[src/rtl/lock_pkg.sv]
// Shared types and width helpers for the parametrised sequential combination lock.
package lock_pkg;

    // Top-level lock FSM states.
    typedef enum logic [1:0] {
        ENTRY   = 2'd0,
        OPEN    = 2'd1,
        FAIL    = 2'd2,
        LOCKOUT = 2'd3
    } lock_state_e;

    // Larger of two unsigned values, used to size shared counters.
    function automatic int unsigned max_u(input int unsigned a, input int unsigned b);
        return (a > b) ? a : b;
    endfunction

    // Bits needed to hold the values 0..n inclusive (never less than 1).
    function automatic int unsigned cnt_width(input int unsigned n);
        return (n < 1) ? 1 : $clog2(n + 1);
    endfunction

endpackage : lock_pkg

[src/rtl/lock_btn_edge.sv]
// Button front end: registers the previous button level, flags a press on the
// rising edge from all-zero, and decodes the one-hot level to a digit index.
module lock_btn_edge #(
    parameter int unsigned BTN_W = 2,
    parameter int unsigned IDX_W = 1
) (
    input  logic             clk_i,
    input  logic             rst_i,
    input  logic [BTN_W-1:0] btn_i,
    output logic             press_o,
    output logic [IDX_W-1:0] digit_o,
    output logic             invalid_o
);

    logic [BTN_W-1:0] btn_q;

    // Previous-cycle button level for edge detection.
    always_ff @(posedge clk_i or posedge rst_i) begin
        if (rst_i) begin
            btn_q <= '0;
        end else begin
            btn_q <= btn_i;
        end
    end

    // A press needs the buttons to have been fully released the cycle before.
    assign press_o = (|btn_i) & ~(|btn_q);

    // One-hot decode; more than one set bit marks the digit invalid.
    always_comb begin
        logic seen;
        seen      = 1'b0;
        digit_o   = '0;
        invalid_o = 1'b0;
        for (int i = 0; i < BTN_W; i++) begin
            if (btn_i[i]) begin
                if (seen) begin
                    invalid_o = 1'b1;
                end
                seen    = 1'b1;
                digit_o = IDX_W'(i);
            end
        end
    end

endmodule : lock_btn_edge

[src/rtl/seq_lock_param.sv]
// Parametrised sequential combination lock.
// Optional feature: define LOCK_TIMEOUT_EN to abort a partial entry after
// TIMEOUT_CYC idle cycles; the abort counts as a failed attempt.
module seq_lock_param
    import lock_pkg::*;
#(
    parameter int unsigned                          BTN_W       = 2,
    parameter int unsigned                          CODE_LEN    = 4,
    parameter logic [CODE_LEN*$clog2(BTN_W)-1:0]    CODE        = 4'b0110,
    parameter int unsigned                          OPEN_CYC    = 8,
    parameter int unsigned                          MAX_TRIES   = 3,
    parameter int unsigned                          LOCKOUT_CYC = 16,
    parameter int unsigned                          TIMEOUT_CYC = 20
) (
    input  logic                             mClk,
    input  logic                             Reset,
    input  logic [BTN_W-1:0]                 btn,
    output logic                             correct,
    output logic                             incorrect,
    output logic                             locked_out,
    output logic [$clog2(CODE_LEN+1)-1:0]    digit_cnt
);

    localparam int unsigned IDX_W  = $clog2(BTN_W);
    localparam int unsigned CNT_W  = $clog2(CODE_LEN + 1);
    localparam int unsigned FAIL_W = cnt_width(MAX_TRIES);
    // One duration counter serves OPEN, LOCKOUT and (optionally) the ENTRY timeout.
    localparam int unsigned DUR_W  =
        cnt_width(max_u(max_u(OPEN_CYC, LOCKOUT_CYC), TIMEOUT_CYC));

    lock_state_e        state_q;
    logic [CNT_W-1:0]   idx_q;
    logic [FAIL_W-1:0]  fail_q;
    logic [DUR_W-1:0]   dur_q;
    logic               mismatch_q;
    logic               correct_q;
    logic               incorrect_q;
    logic               locked_out_q;

    logic               press;
    logic [IDX_W-1:0]   digit;
    logic               invalid;
    logic [IDX_W-1:0]   code_digit;
    logic               mismatch_all;
    logic               last_digit;
    logic [FAIL_W-1:0]  fail_inc;

    lock_btn_edge #(
        .BTN_W (BTN_W),
        .IDX_W (IDX_W)
    ) u_btn_edge (
        .clk_i     (mClk),
        .rst_i     (Reset),
        .btn_i     (btn),
        .press_o   (press),
        .digit_o   (digit),
        .invalid_o (invalid)
    );

    // Expected digit, running mismatch including the current press, saturating fail count.
    always_comb begin
        code_digit   = CODE[int'(idx_q)*IDX_W +: IDX_W];
        mismatch_all = mismatch_q | invalid | (digit != code_digit);
        last_digit   = (idx_q == CNT_W'(CODE_LEN - 1));
        fail_inc     = (fail_q == FAIL_W'(MAX_TRIES)) ? fail_q : fail_q + FAIL_W'(1);
    end

    // Lock FSM with its counters and registered outputs.
    always_ff @(posedge mClk or posedge Reset) begin
        if (Reset) begin
            state_q      <= ENTRY;
            idx_q        <= '0;
            fail_q       <= '0;
            dur_q        <= '0;
            mismatch_q   <= 1'b0;
            correct_q    <= 1'b0;
            incorrect_q  <= 1'b0;
            locked_out_q <= 1'b0;
        end else begin
            unique case (state_q)
                ENTRY: begin
                    if (press) begin
                        dur_q <= '0;
                        if (last_digit) begin
                            idx_q      <= '0;
                            mismatch_q <= 1'b0;
                            if (!mismatch_all) begin
                                state_q   <= OPEN;
                                correct_q <= 1'b1;
                                fail_q    <= '0;
                            end else begin
                                state_q     <= FAIL;
                                incorrect_q <= 1'b1;
                                fail_q      <= fail_inc;
                            end
                        end else begin
                            idx_q      <= idx_q + CNT_W'(1);
                            mismatch_q <= mismatch_all;
                        end
                    end
`ifdef LOCK_TIMEOUT_EN
                    else if (idx_q == '0) begin
                        dur_q <= '0;
                    end else if (dur_q == DUR_W'(TIMEOUT_CYC - 1)) begin
                        // Idle too long mid-entry: abort as a failed attempt.
                        state_q     <= FAIL;
                        incorrect_q <= 1'b1;
                        fail_q      <= fail_inc;
                        idx_q       <= '0;
                        mismatch_q  <= 1'b0;
                        dur_q       <= '0;
                    end else begin
                        dur_q <= dur_q + DUR_W'(1);
                    end
`endif
                end
                OPEN: begin
                    if (dur_q == DUR_W'(OPEN_CYC - 1)) begin
                        state_q   <= ENTRY;
                        correct_q <= 1'b0;
                        dur_q     <= '0;
                    end else begin
                        dur_q <= dur_q + DUR_W'(1);
                    end
                end
                FAIL: begin
                    incorrect_q <= 1'b0;
                    dur_q       <= '0;
                    if (fail_q == FAIL_W'(MAX_TRIES)) begin
                        state_q      <= LOCKOUT;
                        locked_out_q <= 1'b1;
                    end else begin
                        state_q <= ENTRY;
                    end
                end
                LOCKOUT: begin
                    if (dur_q == DUR_W'(LOCKOUT_CYC - 1)) begin
                        state_q      <= ENTRY;
                        locked_out_q <= 1'b0;
                        fail_q       <= '0;
                        dur_q        <= '0;
                    end else begin
                        dur_q <= dur_q + DUR_W'(1);
                    end
                end
                default: begin
                    state_q <= ENTRY;
                end
            endcase
        end
    end

    assign correct    = correct_q;
    assign incorrect  = incorrect_q;
    assign locked_out = locked_out_q;
    assign digit_cnt  = (state_q == ENTRY) ? idx_q : '0;

endmodule : seq_lock_param

[config.mk]
export PLATFORM = sky130hd
export DESIGN_NAME = seq_lock_param
export DESIGN_NICKNAME = d
export VERILOG_FILES = /design/src/rtl/lock_pkg.sv /design/src/rtl/lock_btn_edge.sv /design/src/rtl/seq_lock_param.sv
export SDC_FILE = /design/constraint.sdc
export NUM_CORES = 1
export LEC_CHECK = 0
export ABC_AREA = 1
export BUFFER_PORTS_ARGS = -buffer_cell sky130_fd_sc_hd__buf_2
export CAP_MARGIN = 5
export CORE_MARGIN = 1
export CORE_UTILIZATION = 56
export DETAILED_ROUTE_END_ITERATION = 10
export GPL_TIMING_DRIVEN = 1
export PLACE_DENSITY = 0.88
export SLEW_MARGIN = 40
export SYNTH_ARGS = -nofsm -noshare
export SYNTH_HDL_FRONTEND = slang
export SYNTH_HIERARCHICAL = 1
export SYNTH_SLANG_ARGS = --single-unit
[constraint.sdc]
create_clock -name mClk -period 1.65 [get_ports mClk]
set_input_delay 0.165 -clock mClk [delete_from_list [all_inputs] [get_ports mClk]]
set_output_delay 0.165 -clock mClk [all_outputs]
set_load 0.01 [all_outputs]
Word level (Yosys, flattened, before mapping)
Cells that the tools add are included.
Word-level totals
  bits in registers: 18
Cells by class
  bitwise logic cells: 4
  shift-type cells: 1
  reduce and logical (&&, ||, !) cells: 13
  add/subtract/negate cells: 3
  muxes and demuxes: 35
  eq/ne operators: 16
Operators by type and width (count)
  $mux 2: 10
  $pmux 5 s4: 1
  $mux 5: 3
  $mux 1: 14
  $ne 2x2->1 const B: 7
  $reduce_and 5->1: 2
  $pmux 2 s4: 1
  $reduce_and 4->1: 2
  $reduce_bool 2->1: 4
  $eq 2x2->1 const B: 3
  $mux 3: 2
  $pmux 1 s2: 3
  $add 5x1->5 const B: 1
  $eq 5x3->1 const B: 1
  $eq 5x4->1 const B: 1
  $pmux 2 s2: 1
  $reduce_or 2->1: 2
  $shiftx 4x4->1 const A: 1
  $add 3x1->3 const B: 1
  $eq 3x2->1 const B: 1
  $ne 3x3->1 const B: 1
  $reduce_and 3->1: 1
  $add 2x1->2 const B: 1
  $eq 2x1->1 const B: 1
  other kinds (6): 7

Depth between registers and ports, before layout
Gate-level depths: netlist of run 1.
  depth in word-level cells: 9
  gate-level depth with buffers: 10

Hierarchy
The synthesis of run 1 kept the hierarchy.
Modules (own cells, without submodules)
  seq_lock_param: cells each 119, area each 915.9 um^2, times used 1, sequential area each 400.4 um^2
  lock_btn_edge: cells each 11, area each 87.6 um^2, times used 1, sequential area each 50.0 um^2

Worst setup path after synthesis of run 1
Ideal clock, no wire load.
  kind: register to register
  start point: reg dur_q[0]
  end point: reg state_q[0]
  period minus slack after synthesis: 1.431 ns
  path buffers: 0
  library setup time: 0.116 ns
  cell stages (with the launch flop): 11
  setup slack: 0.219 ns
  arrival: 1.314 ns
  required time: 1.534 ns
  cells stage by stage: dfrtp_1 -> ha_1 -> nand2_1 -> nor2_1 -> ha_1 -> nor2_1 -> inv_1 -> nand2_2 -> nor2_2 -> nand2_1 -> nand2_1
Between the ends
  longest elaborated chain between the ends: 3
  elaborated cells between the ends (all ways): 5
  those cells by class: eq/ne (4); reduce/logical (1)
RTL lines
  start: declaration: line seq_lock_param.sv:34  | logic [DUR_W-1:0] dur_q;
  start signal: assignment: line seq_lock_param.sv:123  | dur_q <= dur_q + DUR_W'(1);
  start signal: assignment: line seq_lock_param.sv:143  | dur_q <= dur_q + DUR_W'(1);
  $eq 5x4->1 or $eq 5x3->1 (tied branches): line seq_lock_param.sv:137, seq_lock_param.sv:118
  $ne 2x2->1 (no line)
  $reduce_and 4->1 (no line) (*)
  end signal: assignment: line seq_lock_param.sv:133  | state_q <= ENTRY;
  end signal: assignment: line seq_lock_param.sv:138  | state_q <= ENTRY;
  end signal: assignment: line seq_lock_param.sv:147  | state_q <= ENTRY;
  end: declaration: line seq_lock_param.sv:31  | lock_state_e state_q;
Every way passes the cells marked *; elsewhere a longest branch is shown, timed or not.
A chain may end at the register's enable or synchronous reset.

Worst setup path in the final report of run 1
  start point: reg state_q[1]
  end point: out digit_cnt[1]
Between the ends
  longest elaborated chain between the ends: 2
RTL lines
  start signal: assignment: line seq_lock_param.sv:71  | state_q <= ENTRY;
  start signal: assignment: line seq_lock_param.sv:88  | state_q <= OPEN;
  start signal: assignment: line seq_lock_param.sv:92  | state_q <= FAIL;
  $logic_not 2->1: line seq_lock_param.sv:156  | assign digit_cnt = (state_q == ENTRY) ? idx_q : '0;
  $mux 3: line seq_lock_param.sv:156
  end: declaration: line seq_lock_param.sv:21  | output logic [$clog2(CODE_LEN+1)-1:0] digit_cnt
Every way passes these cells.

==> qor.yml, run 1 <==
grt_max_degree: 17
crit_path_arrival_time_ns: 1.41
fillCellCount: 123
number_of_clock_buffers_inserted_by_tritoncts: 3
ff_latch_area_um2: 450
sinks_on_the_clock_net: 18
syn2layout_area_growth_pct: 14.8
status: "complete, no violations"
ant_nets: 0
report.final.hold_viol_count: 0
grt_first_pass_wirelength_um: 3280
p_leak_uw: 0.000626
global_route.usage.total_pct: 23.3
io_pins: 10
kind_of_launch_point_of_the_worst_setup_path: "flip-flop"
relSlewSlack_pct: 59.6
max_freq_mhz: 637
synth.yosys.seq_area_share_pct: 44.9
numPortBuffers: 9
proportion_of_layout_cells_with_a_drive_suffix_above_1_pct: 20.7
cts_root_buf: "sky130_fd_sc_hd__clkbuf_4"
stdcell_count: 169
die_width_um: 44.3
critical_path.startpoint: "state_q[1]"
worst_setup_hold_path_clk_slew_ns: 0.11
detailedRoute.firstIterationViolations: 43
multi_input_area_um2: 470
gp_congestion: 0.892
synth_seq_cells: 18
synthesis.yosys.warnings: 6
antenna-diode-count: 0
tightest_slew_ns: 0.606
clk_path_buf_depth: 2
timing_worst_setup_path_type: "reg2out"
start_util_pct: 63.0
number_of_cells_produced_by_synthesis: 130
wire_per_inst_um: 12.2
critPathRequiredTime_ns: 1.48
final-setup-viol-count: 0
worstHoldPathType: "in2reg"
synth_cell_types: 22
synth.avg_cell_area_um2: 7.72
htree_num_levels: 1
syn-num-nets: 139
dp_cells: 162
overflow: 0
grt_pass1_vias: 818
crit_fanout: 10
cts_tree: "done"
power.ir.vdd_worst_v: 0.000997
final_common_cell: "sky130_fd_sc_hd__nand2_1"
timing.final.crit_share_pct: 95.2
kind_of_end_point_of_the_critical_path: "primary output"
worst_r2r_startpoint: "dur_q[0]"
worst_slack_ns: 0.0797
place_worst_setup_slack_ns: 0.115
clock-skew-final_ns: 0.00788
grt_antenna_before_repair: 0
finalNetCount: 155
timing.hold.worst.start: "btn[1]"
finalMaxSlewViolations: 0
core_mm2: 0.00159
insertion_delay_ns: 0.30
timing.max_cap.violations: 0
detail_route.vias_per_cell: 5.21
drt_pass1_iterations: 4
power_density_mw_per_mm2: 1580
detail_route.wirelength_um: 2070
post_synth_instance_area_mm2: 0.00100
hpwlAfterDp_um: 1460
routed-via-count: 880
die_height_um: 44.3
num_rows: 14
die-area_mm2: 0.00197
route.detailed.drc: 0
leading_cell_types_in_the_layout_fill_and_taps_excluded: "sky130_fd_sc_hd__nand2_1, sky130_fd_sc_hd__inv_1, sky130_fd_sc_hd__dfrtp_1, sky130_fd_sc_hd__nand3_1, sky130_fd_sc_hd__nor2_1"
fin_crit_ns: 1.57
## where the power goes
group	internal (µW)	total [µW]	switching [µW]
combinational	297	829	531
clock	135	277	143
sequential	583	712	128
## layout make-up
type | instances | share of cell area (%)
Tap cell | 24 | 2.61
Clock buffer | 4 | 3.15
Sequential cell | 18 | 39.1
Inverter | 24 | 8.03
Multi-Input combinational cell | 87 | 40.8
Timing Repair Buffer | 12 | 6.30
## sequential cells by signal, summed over array words and instances, names as in the netlist
| signal | count |
|---|---|
| correct | 1 |
| dur_q | 5 |
| fail_q | 2 |
| idx_q | 3 |
| incorrect | 1 |
| locked_out | 1 |
| mismatch_q | 1 |
| state_q | 2 |
| u_btn_edge/btn_q | 2 |
## synthesized netlist by cell type
cell type	number	area [µm²]
sky130_fd_sc_hd__a21oi_1	3	15.0
sky130_fd_sc_hd__a22o_1	1	8.76
sky130_fd_sc_hd__buf_4	1	7.51
sky130_fd_sc_hd__clkinv_1	1	3.75
sky130_fd_sc_hd__dfrtp_1	18	450
sky130_fd_sc_hd__ha_1	5	62.6
sky130_fd_sc_hd__inv_1	20	75.1
sky130_fd_sc_hd__inv_2	2	7.51
sky130_fd_sc_hd__inv_4	1	6.26
sky130_fd_sc_hd__nand2_1	32	120
sky130_fd_sc_hd__nand2_2	3	18.8
sky130_fd_sc_hd__nand3_1	14	70.1
sky130_fd_sc_hd__nand3b_1	1	7.51
sky130_fd_sc_hd__nand4_1	2	12.5
sky130_fd_sc_hd__nor2_1	14	52.6
sky130_fd_sc_hd__nor2_2	2	12.5
sky130_fd_sc_hd__nor2_4	2	22.5
sky130_fd_sc_hd__o21ai_0	3	15.0
sky130_fd_sc_hd__o21ai_1	2	10.0
sky130_fd_sc_hd__o21ai_2	1	8.76
sky130_fd_sc_hd__o221ai_1	1	8.76
sky130_fd_sc_hd__o31ai_1	1	7.51
## worst max-delay path: stages, from the launching register on
cell	delay (ns)
sky130_fd_sc_hd__dfrtp_1	0.47
sky130_fd_sc_hd__nor2_4	0.31
sky130_fd_sc_hd__inv_4	0.09
sky130_fd_sc_hd__nor2_1	0.09
sky130_fd_sc_hd__buf_2	0.14
## metrics by stage
stage	power [µW]	area (µm²)	setup TNS [ns]	util (%)	hold WS (ns)
floorplan	1270	1000	0	-	-0.0938
global placement	1440	1070	0	67.2	0.0259
detailed placement	1480	1070	0	67.2	0.0278
CTS	1760	1130	0	70.7	0.0230
global route	1940	1150	-0.0158	72.3	0.00871
finish	1820	1150	0	72.3	0.0218
## layer usage
| metal | GRT usage, % | share of wire, % |
|---|---|---|
| met1 | 26.2 | 43 |
| met2 | 41.5 | 49 |
| met3 | 4.49 | 4.3 |
| met4 | 12.1 | 3.0 |
| met5 | 0 | 0 |
## final timing paths
kind / to / slack (ns) / cells past startpoint
worst min register to register: locked_out / 0.48 / 2
max in group asynchronous: dur_q[2] / 0.79 / 3
worst max register to register: state_q[0] / 0.09 / 10
min in group asynchronous: u_btn_edge/btn_q[1] / 0.25 / 3
worst max-delay path: digit_cnt[1] / 0.08 / 4
worst min-delay path: u_btn_edge/btn_q[1] / 0.02 / 1
## kinds of logic (layout without fill, tap and decap cells)
group	Yosys count	after routing	share of synthesized area, %
compound gates	12	12	7.36
fa+ha+maj	5	5	6.23
buf+inv	25	40	9.98
flops	18	18	44.9
simple gates	70	70	31.5
## timing repair
action                                 4_1_cts  5_1_grt
hold buffers                                 2        0
resized for setup                            0        6
endpoints found under the hold margin       19        0
buffers inserted                             0        1
setup endpoints to repair                    0        8
(Power assumes the default switching activity.)
==> inputs of run 2 (changes only) <==
--- a/config.mk
+++ b/config.mk
@@ -6,11 +6,11 @@
 export NUM_CORES = 1
 export LEC_CHECK = 0
 export ABC_AREA = 1
-export BUFFER_PORTS_ARGS = -buffer_cell sky130_fd_sc_hd__buf_2
 export CAP_MARGIN = 5
 export CORE_MARGIN = 1
-export CORE_UTILIZATION = 56
+export CORE_UTILIZATION = 60
 export DETAILED_ROUTE_END_ITERATION = 10
+export DONT_BUFFER_PORTS = 1
 export GPL_TIMING_DRIVEN = 1
 export PLACE_DENSITY = 0.88
 export SLEW_MARGIN = 40
==> qor.yml, run 2 (synthesis gave the netlist of run 1 again) <==
share_seq_of_total_power_pct: 41.9  # +2.8 points
fillCellCount: 110  # -11%
cts_root_buf: "sky130_fd_sc_hd__clkbuf_4"
final-setup-viol-count: 0  # unchanged
finalNetCount: 147  # -5.2%
detail_route.vias_per_cell: 5.58  # +7.1%
p_comb_share_pct: 42.5  # -3.1 points
routed-via-count: 853  # -3.1%
intPower_uw: 981  # -3.4%
timing.final.crit_share_pct: 94.9  # -0.25 points
num_rows: 14  # unchanged
status: "complete, no violations"
detailedRoute.firstIterationViolations: 27  # -37%
power.ir.vdd_worst_v: 0.000873  # -12%
htree_num_levels: 1  # unchanged
unrepaired_setup_endpoints_after_global_routing: "yes"
insertion_delay_ns: 0.30  # about the same
grt_pass1_vias: 750  # -8.3%
timing.max_cap.violations: 0  # unchanged
relSlewSlack_pct: 59.8  # +0.19 points
sw_frac_of_total_pct: 43.8  # -0.36 points
largest_registers: "dur_q x5, idx_q x3"
wire_per_inst_um: 12.3  # +0.51%
power_uw: 1740  # -4.0%
tightest_slew_ns: 0.603  # -0.00284 ns
drt_pass1_iterations: 4  # unchanged
grt_first_pass_wirelength_um: 3110  # -5.1%
kind_of_end_point_of_the_critical_path: "flip-flop"
core_mm2: 0.00154  # -3.3%
worst_r2r_startpoint: "dur_q[1]"
crit_fanout: 4  # -6
start_util_pct: 65.1  # +2.1 points
grt_max_degree: 17  # unchanged
die_height_um: 42.9  # -3.2%
global_route.usage.total_pct: 23.1  # -0.23 points
syn2layout_area_growth_pct: 9.98
die_width_um: 42.9  # -3.2%
finalMaxSlewViolations: 0  # unchanged
grt_antenna_before_repair: 0  # unchanged
final_common_cell: "sky130_fd_sc_hd__nand2_1"
worstHoldPathType: "in2async"
worst_setup_hold_path_clk_slew_ns: 0.10  # about the same
timing_worst_setup_path_type: "reg2reg"
ant_nets: 0  # unchanged
io_pins: 10  # unchanged
p_leak_uw: 0.000586  # -6.3%
reg2reg_slack_ns: 0.08  # about the same
route.detailed.drc: 0  # unchanged
overflow: 0  # unchanged
worst_r2r_path_depth: 10  # unchanged
largest_register_by_flop_count: "dur_q"
totalNegativeSetupSlack_ns: 0  # unchanged
most_common_cell_type_on_the_critical_path: "sky130_fd_sc_hd__nand2_1"
hpwlAfterDp_um: 1380  # -5.6%
net-switching-power_uw: 764  # -4.8%
die-area_mm2: 0.00184  # -6.4%
kind_of_launch_point_of_the_worst_setup_path: "flip-flop"
max_freq_mhz: 639  # +0.27%
power.clock.fraction_pct: 15.6  # +0.3 points
number_of_clock_buffers_inserted_by_tritoncts: 3  # unchanged
cell_by_cell_listing_of_the_critical_path: "ha_1, nand2_1, nor2_1, ha_2, nor2_1, inv_1, nand2_2, nor2_2, nand2_1, nand2_1"
critPathRequiredTime_ns: 1.89  # +0.41 ns
sinks_on_the_clock_net: 18  # unchanged
leading_cell_types_in_the_layout_fill_and_taps_excluded: "sky130_fd_sc_hd__nand2_1, sky130_fd_sc_hd__inv_1, sky130_fd_sc_hd__dfrtp_1, sky130_fd_sc_hd__nor2_1, sky130_fd_sc_hd__nand3_1"
report.final.hold_viol_count: 0  # unchanged
regToRegEndpoint: "state_q[1]"
numPortBuffers: 0  # -9
clock-skew-final_ns: 0.00749  # -0.000387 ns
proportion_of_layout_cells_with_a_drive_suffix_above_1_pct: 13.9  # -6.8 points
gp_congestion: 0.859  # -3.7%
fin_crit_ns: 1.57  # -0.00418 ns
max_reg_flops: 5  # unchanged
timing.critical_path.slowest_cell_delay_ns: 0.41  # -0.06 ns
clk_path_buf_depth: 2  # unchanged
power_density_mw_per_mm2: 1580  # +0.20%
detail_route.wirelength_um: 1880  # -9.0%
crit_slowest_cell: "sky130_fd_sc_hd__dfrtp_1"
cts_tree: "done"
antenna-diode-count: 0  # unchanged
crit_path_arrival_time_ns: 1.81  # +0.40 ns
-- run 2: repair_timing --
action                                  CTS  global route
hold endpoints to repair                 20             0
gates resized for setup                   0             4
endpoints found under the setup margin    0             7
hold buffers                              3             0
setup buffers                             0             1
-- run 2: metrics by stage --
step	hold slack, ns	instances	area (µm²)	utilization, %	worst slack, ns
2_1_floorplan	-0.0938	130	1000	-	0.219
3_3_place_gp	-0.0894	145	1020	65.9	0.177
3_5_place_dp	-0.0881	145	1020	65.9	0.117
4_1_cts	0.158	152	1080	70.2	0.0452
5_1_grt	0.148	153	1100	71.6	-0.0164
6_report	0.160	153	1100	71.6	0.0839
-- run 2: final cells by class --
class                   count  area (µm²)  share of cell area, %
well taps                  16        20.0                   1.81
inverters                  24        92.6                   8.39
repair buffers              4        37.5                   3.40
multi-input cells          87         465                   42.2
flip-flops and latches     18         452                   40.9
clock buffers               4        36.3                   3.29
-- run 2: routing by layer --
layer	wire [µm]	track usage (%)	vias up	share of wire [%]
met5	0	0	-	0
met4	72	14.4	0	3.8
met3	79	5.11	9	4.2
met2	905	35.2	28	48
met1	821	29.5	391	44
li1	-	-	425	-
-- run 2: worst max-delay path: cells and delay by family (launching register included) --
family	cells	cell delay, ns
and+or+nand+nor	7	0.61
adders and majority gates	2	0.41
DFF	1	0.41
buffers and inverters	1	0.09
-- run 2: worst max path at each step --
| stage | startpoint | endpoint |
|---|---|---|
| after floorplan | dur_q[0] | state_q[0] |
| after global placement | dur_q[0] | state_q[0] |
| after detailed placement | dur_q[0] | state_q[1] |
| after CTS | dur_q[0] | state_q[1] |
| after global routing | dur_q[1] | state_q[1] |
| final | dur_q[1] | state_q[1] |
-- run 2: power groups by stage --
stage,logic [µW],clock network [µW],registers (µW)
final,741,272,731
after global placement,662,0,724
after global routing,842,300,744
after CTS,704,279,730
after floorplan,568,0,706
after detailed placement,689,0,739
